File: src/rtl/counter_seq_pkg.sv
// Shared types and constants for the counter sequencer and its counter core.
// Latency: n/a (types and constants only).
// Backpressure: n/a.
package counter_seq_pkg;

    localparam int CNT_WIDTH_DEFAULT = 4;

    typedef enum logic [1:0] {
        ST_IDLE  = 2'd0,
        ST_RUN   = 2'd1,
        ST_PAUSE = 2'd2,
        ST_DONE  = 2'd3
    } seq_state_t;

endpackage

File: src/rtl/counter_sequencer_core.sv
// Count register with load, increment and wrap/compare; decrement exists only with CNT_DOWN_EN.
// Latency: q_o updates on the edge after a command; at_max_o/at_zero_o are combinational from q_o and mod_n_i.
// Backpressure: none; load_i overrides inc_i/dec_i in the same cycle.
module counter_core
    import counter_seq_pkg::*;
#(
    parameter int WIDTH = CNT_WIDTH_DEFAULT
) (
    input  logic             clk,
    input  logic             clr,
    input  logic             load_i,
    input  logic [WIDTH-1:0] load_val_i,
    input  logic             inc_i,
`ifdef CNT_DOWN_EN
    input  logic             dec_i,
`endif
    input  logic [WIDTH-1:0] mod_n_i,
    output logic [WIDTH-1:0] q_o,
`ifdef CNT_DOWN_EN
    output logic             at_zero_o,
`endif
    output logic             at_max_o
);

    logic [WIDTH-1:0] q_q;
    logic [WIDTH-1:0] q_d;

    // mod_n is compared live, so a changed terminal value acts on this very cycle.
    // Using >= lets a loaded value above mod_n still wrap to 0 on the next step.
    assign at_max_o = (q_q >= mod_n_i);
`ifdef CNT_DOWN_EN
    assign at_zero_o = (q_q == '0);
`endif
    assign q_o = q_q;

    // Next count: load wins, otherwise step up (or down) with wrap.
    always_comb begin
        q_d = q_q;
        if (load_i) begin
            q_d = load_val_i;
        end else if (inc_i) begin
            q_d = at_max_o ? '0 : q_q + 1'b1;
        end
`ifdef CNT_DOWN_EN
        else if (dec_i) begin
            q_d = at_zero_o ? mod_n_i : q_q - 1'b1;
        end
`endif
    end

    // Count register, cleared asynchronously.
    always_ff @(posedge clk or posedge clr) begin
        if (clr) begin
            q_q <= '0;
        end else begin
            q_q <= q_d;
        end
    end

endmodule

File: src/rtl/counter_sequencer.sv
// Start/stop/load sequencer around a modulo counter; free-running or one-shot. Optional CNT_DOWN_EN adds a dir port.
// Latency: start/stop/load act on the next edge; first count step is one edge after entering RUN; tc is combinational.
// Backpressure: none; load beats start/stop, stop beats start.
module counter_sequencer
    import counter_seq_pkg::*;
#(
    parameter int   WIDTH           = CNT_WIDTH_DEFAULT,
    parameter logic ONESHOT_DEFAULT = 1'b0
) (
    input  logic             clk,
    input  logic             clr,
    input  logic             start,
    input  logic             stop,
    input  logic             load,
    input  logic [WIDTH-1:0] load_val,
    input  logic [WIDTH-1:0] mod_n,
    input  logic             oneshot,
`ifdef CNT_DOWN_EN
    input  logic             dir,
`endif
    output logic [WIDTH-1:0] q,
    output logic             busy,
    output logic             tc,
    output logic             done
);

    seq_state_t       state_q, state_d;
    logic             oneshot_q, oneshot_d;
    logic             advance;
    logic             restart;
    logic             at_max;
    logic             term;
    logic             go;
    logic [WIDTH-1:0] restart_val;
    logic [WIDTH-1:0] core_val;
    logic             core_load;

`ifdef CNT_DOWN_EN
    logic             at_zero;

    assign term        = dir ? at_zero : at_max;
    assign restart_val = dir ? mod_n : '0;
`else
    assign term        = at_max;
    assign restart_val = '0;
`endif

    // stop beats start in every state.
    assign go   = start & ~stop;
    assign tc   = (state_q == ST_RUN) & term;
    assign busy = (state_q == ST_RUN);
    assign done = (state_q == ST_DONE);

    // A restart out of DONE reuses the core's load path with the restart value.
    assign core_load = load | restart;
    assign core_val  = load ? load_val : restart_val;

    counter_core #(
        .WIDTH (WIDTH)
    ) u_core (
        .clk        (clk),
        .clr        (clr),
        .load_i     (core_load),
        .load_val_i (core_val),
`ifdef CNT_DOWN_EN
        .inc_i      (advance & ~dir),
        .dec_i      (advance & dir),
        .at_zero_o  (at_zero),
`else
        .inc_i      (advance),
`endif
        .mod_n_i    (mod_n),
        .q_o        (q),
        .at_max_o   (at_max)
    );

    // Next state, oneshot latch and counter commands.
    always_comb begin
        state_d   = state_q;
        oneshot_d = oneshot_q;
        advance   = 1'b0;
        restart   = 1'b0;
        unique case (state_q)
            ST_IDLE: begin
                if (go) begin
                    state_d   = ST_RUN;
                    oneshot_d = oneshot;
                end
            end
            ST_RUN: begin
                if (stop) begin
                    state_d = ST_PAUSE;
                end else if (oneshot_q && term) begin
                    // One-shot ends on the terminal cycle without wrapping.
                    state_d = ST_DONE;
                end else begin
                    advance = 1'b1;
                end
            end
            ST_PAUSE: begin
                if (go) begin
                    state_d = ST_RUN;
                end
            end
            ST_DONE: begin
                if (go) begin
                    state_d = ST_RUN;
                    restart = 1'b1;
                end
            end
            default: state_d = ST_IDLE;
        endcase
        // load overrides everything; the only state effect is leaving DONE for IDLE.
        if (load) begin
            state_d   = (state_q == ST_DONE) ? ST_IDLE : state_q;
            oneshot_d = oneshot_q;
            advance   = 1'b0;
            restart   = 1'b0;
        end
    end

    // State and latched run mode, cleared asynchronously.
    always_ff @(posedge clk or posedge clr) begin
        if (clr) begin
            state_q   <= ST_IDLE;
            oneshot_q <= ONESHOT_DEFAULT;
        end else begin
            state_q   <= state_d;
            oneshot_q <= oneshot_d;
        end
    end

endmodule

File: config.mk
export PLATFORM = sky130hd
export DESIGN_NAME = counter_sequencer
export DESIGN_NICKNAME = d
export VERILOG_FILES = /design/src/rtl/counter_seq_pkg.sv /design/src/rtl/counter_sequencer_core.sv /design/src/rtl/counter_sequencer.sv
export SDC_FILE = /design/constraint.sdc
export NUM_CORES = 1
export LEC_CHECK = 0
export ABC_CLOCK_PERIOD_IN_PS = 1900
export BUFFER_PORTS_ARGS = -buffer_cell sky130_fd_sc_hd__buf_2
export CORE_ASPECT_RATIO = 0.75
export CORE_MARGIN = 2
export CORE_UTILIZATION = 30
export DETAILED_ROUTE_END_ITERATION = 10
export SLEW_MARGIN = 10
export SYNTH_ARGS = -nofsm -noshare
export SYNTH_HDL_FRONTEND = slang
export SYNTH_HIERARCHICAL = 1
export SYNTH_SLANG_ARGS = --single-unit
File: constraint.sdc
create_clock -name clk -period 1.9 [get_ports clk]
set_clock_uncertainty 0.15 [all_clocks]
set_input_delay 0.285 -clock clk [delete_from_list [all_inputs] [get_ports clk]]
set_output_delay 0.285 -clock clk [all_outputs]
set_load 0.03 [all_outputs]
==> results.json <==
{
  "drt-initial-drc-count": 13,
  "violations": "setup timing",
  "yosysMostFrequentCell": "inv_1",
  "yosysTopAreaCellShare": 0.310,
  "clk_path_buf_depth": 2,
  "antenna_cells": 0,
  "ios": 21,
  "critPathMaxFanout": 4,
  "rr_endpoint": "u_core/q_o[2]",
  "fmax_ghz": 0.478,
  "fin_nets": 123,
  "critical_path_arrival_ns": 2.12,
  "routedWlPerCell_um": 11.9,
  "io_buffers": 20,
  "min_path_cells": 2,
  "slew_violations": 0,
  "cts_buffers": 3,
  "hold_class": "in2reg",
  "critPathLaunchType": "flip-flop",
  "syn-num-nets": 84,
  "nFillCells": 154,
  "leakagePower_nw": 0.452,
  "drcViolationCount": 0,
  "first_pass_iters": 4,
  "yosys_warnings": 6,
  "rsz0062_at_grt": "yes",
  "fin_util": 0.523,
  "fp.dieH_um": 41.6,
  "final_area_um2": 918,
  "peakVddDrop_mv": 0.511,
  "final.period_utilization": 1.10,
  "start_util": 0.321,
  "synth_top_area_cell": "dfrtp_1",
  "vias": 587,
  "grt_max_degree": 11,
  "core_mm2": 0.00176,
  "finalCriticalPeriod_ns": 2.09,
  "yosys-top-cells-area": "dfrtp_1 (31%), ha_1 (11%), inv_1 (7.3%)",
  "cts_tree": "yes",
  "dpl_cell_area_um2": 792,
  "clockRootBuffer": "clkbuf_4",
  "grt_antenna_before_repair": 0,
  "clk_pin_slew_ns": 0.06,
  "post_drt_via_cell_ratio": 4.70,
  "area_delta_synth_final_pct": 62.7,
  "powerDensity_mw_per_mm2": 804,
  "synth_ff_type": "dfrtp_1",
  "layout-drive-gt1-share": 0.544,
  "htreeDepth": 1,
  "yosysUniqueCellTypes": 27,
  "globalRouteTotalUtil": 0.165,
  "layout_setup_ws_ns": -0.194,
  "rr_startpoint": "u_core/q_o[0]",
  "die_w_um": 54.1,
  "grt_pass1_wl_um": 2630,
  "synth_cells": 65,
  "hold_end": "oneshot_q",
  "overflow": 0,
  "crit_type": "reg2reg",
  "grt_pass1_vias": 592,
  "tns_ns": -0.864,
  "syn_avg_cell_area_um2": 8.68,
  "r2r_slack_ns": -0.19,
  "drtAntennaViolNets": 0,
  "tightest_slew_ns": 0.347,
  "slew_headroom": 0.767,
  "core.rowCount": 13,
  "ys_ff_latch": 7,
  "async_flop_share": 1.00,
  "crit_required_ns": 1.92,
  "max_cap_viol_count": 0,
  "netlist_area_um2": 564,
  "cts_sinks": 7,
  "worstHoldStart": "oneshot",
  "post-dp-hpwl_um": 1100,
  "globalplace.congestion": 0.811,
  "status": "complete, but fails checks",
  "synth_edf_count": 0,
  "dieArea_mm2": 0.00225,
  "clk_latency_ns": 0.26,
  "cp-end-kind": "flip-flop",
  "hold_violations": 0,
  "rr_worst_depth": 9,
  "synth_common_cells": "inv_1 (11), dfrtp_1 (7), a21oi_1 (6)",
  "synth_seq_area_share": 0.310,
  "setup_viol_count_final": 5,
  "wirelength_um": 1490
}
## cell type report
cell class	instances	area [um2]	share of cell area
multi-input cells	45	415	0.452
clock buffers	4	26.3	0.0286
repair buffers	35	225	0.245
flip-flops and latches	7	179	0.195
well taps	22	27.5	0.0300
inverters	12	45.0	0.0490
## flip-flops by register name, summed over array words and instances, names as in the netlist
register and count:
u_core/q_o 4, state_q 2, oneshot_q 1
## critical path, cell delays in order, from the launching register on
cell,delay [ns]
dfrtp_2,0.41
inv_2,0.06
ha_4,0.19
nor3b_4,0.21
o21ai_2,0.11
a21oi_2,0.16
and3_4,0.23
nor2b_4,0.14
o211ai_1,0.16
o21ai_1,0.18
## power by group
group          internal (mW)  switching, mW  leakage, nW
Clock                 0.0806         0.0621       0.0150
Combinational          0.180          0.196        0.353
Sequential             0.185         0.0346       0.0844
Total                  0.446          0.293        0.452
## per-layer routing
| layer | routed length [um] | share of wire | track usage | vias up |
|---|---|---|---|---|
| li1 | - | - | - | 302 |
| met1 | 679 | 0.46 | 0.234 | 267 |
| met2 | 689 | 0.46 | 0.229 | 14 |
| met3 | 104 | 0.070 | 0.0647 | 4 |
| met4 | 17 | 0.011 | 0.0500 | 0 |
| met5 | 0 | 0 | 0 | - |
## what timing repair did
action / 4_1_cts / 5_1_grt
hold buffers: 1 / 0
resized for setup: 10 / 1
buffers inserted: 4 / 1
endpoints found under the hold margin: 7 / 0
pin swaps: 9 / 3
endpoints found under the setup margin: 5 / 6
## stage by stage
stage | total power [mW] | cells | hold WS [ns] | worst slack (ns)
2_1_floorplan | 0.418 | 65 | -0.111 | -0.129
3_3_place_gp | 0.531 | 115 | 0.0180 | -0.131
3_5_place_dp | 0.534 | 115 | 0.0142 | -0.222
4_1_cts | 0.730 | 124 | 0.0936 | -0.184
5_1_grt | 0.799 | 125 | 0.109 | -0.284
6_report | 0.739 | 125 | 0.0970 | -0.194
## logic make-up (layout without fill, tap and decap cells)
| family | after synthesis | after routing | synth area share |
|---|---|---|---|
| and+or+nand+nor | 19 | 19 | 0.235 |
| xor gates and xnor gates | 2 | 2 | 0.0310 |
| muxes | 1 | 1 | 0.0200 |
| buffers and inverters | 13 | 51 | 0.0887 |
| AOI/OAI and AO/OA | 18 | 18 | 0.204 |
| DFF | 7 | 7 | 0.310 |
| adders and majority gates | 5 | 5 | 0.111 |
## how the worst max path moves through the flow
| stage | start | to | slack [ns] | cells after the start |
|---|---|---|---|---|
| after floorplan | u_core/q_o[0] | u_core/q_o[1] | -0.13 | 9 |
| after global placement | mod_n[1] | u_core/q_o[2] | -0.13 | 10 |
| after detailed placement | mod_n[1] | u_core/q_o[1] | -0.22 | 10 |
| after CTS | u_core/q_o[0] | tc | -0.18 | 7 |
| after global routing | u_core/q_o[0] | u_core/q_o[2] | -0.28 | 9 |
| final | u_core/q_o[0] | u_core/q_o[2] | -0.19 | 9 |
## cell usage in the layout (no fill, tap or decap), types with 3 or more instances in the layout
| cell | n |
|---|---|
| buf_4 | 13 |
| buf_2 | 19 |
| clkbuf_4 | 3 |
| nor3b_1 | 3 |
| dfrtp_1 | 4 |
| o21ai_1 | 4 |
| and2_1 | 4 |
| inv_1 | 10 |
| a21oi_1 | 4 |
| dfrtp_2 | 3 |
| ha_4 | 3 |
Note: power is estimated with default switching activity, not from simulation.
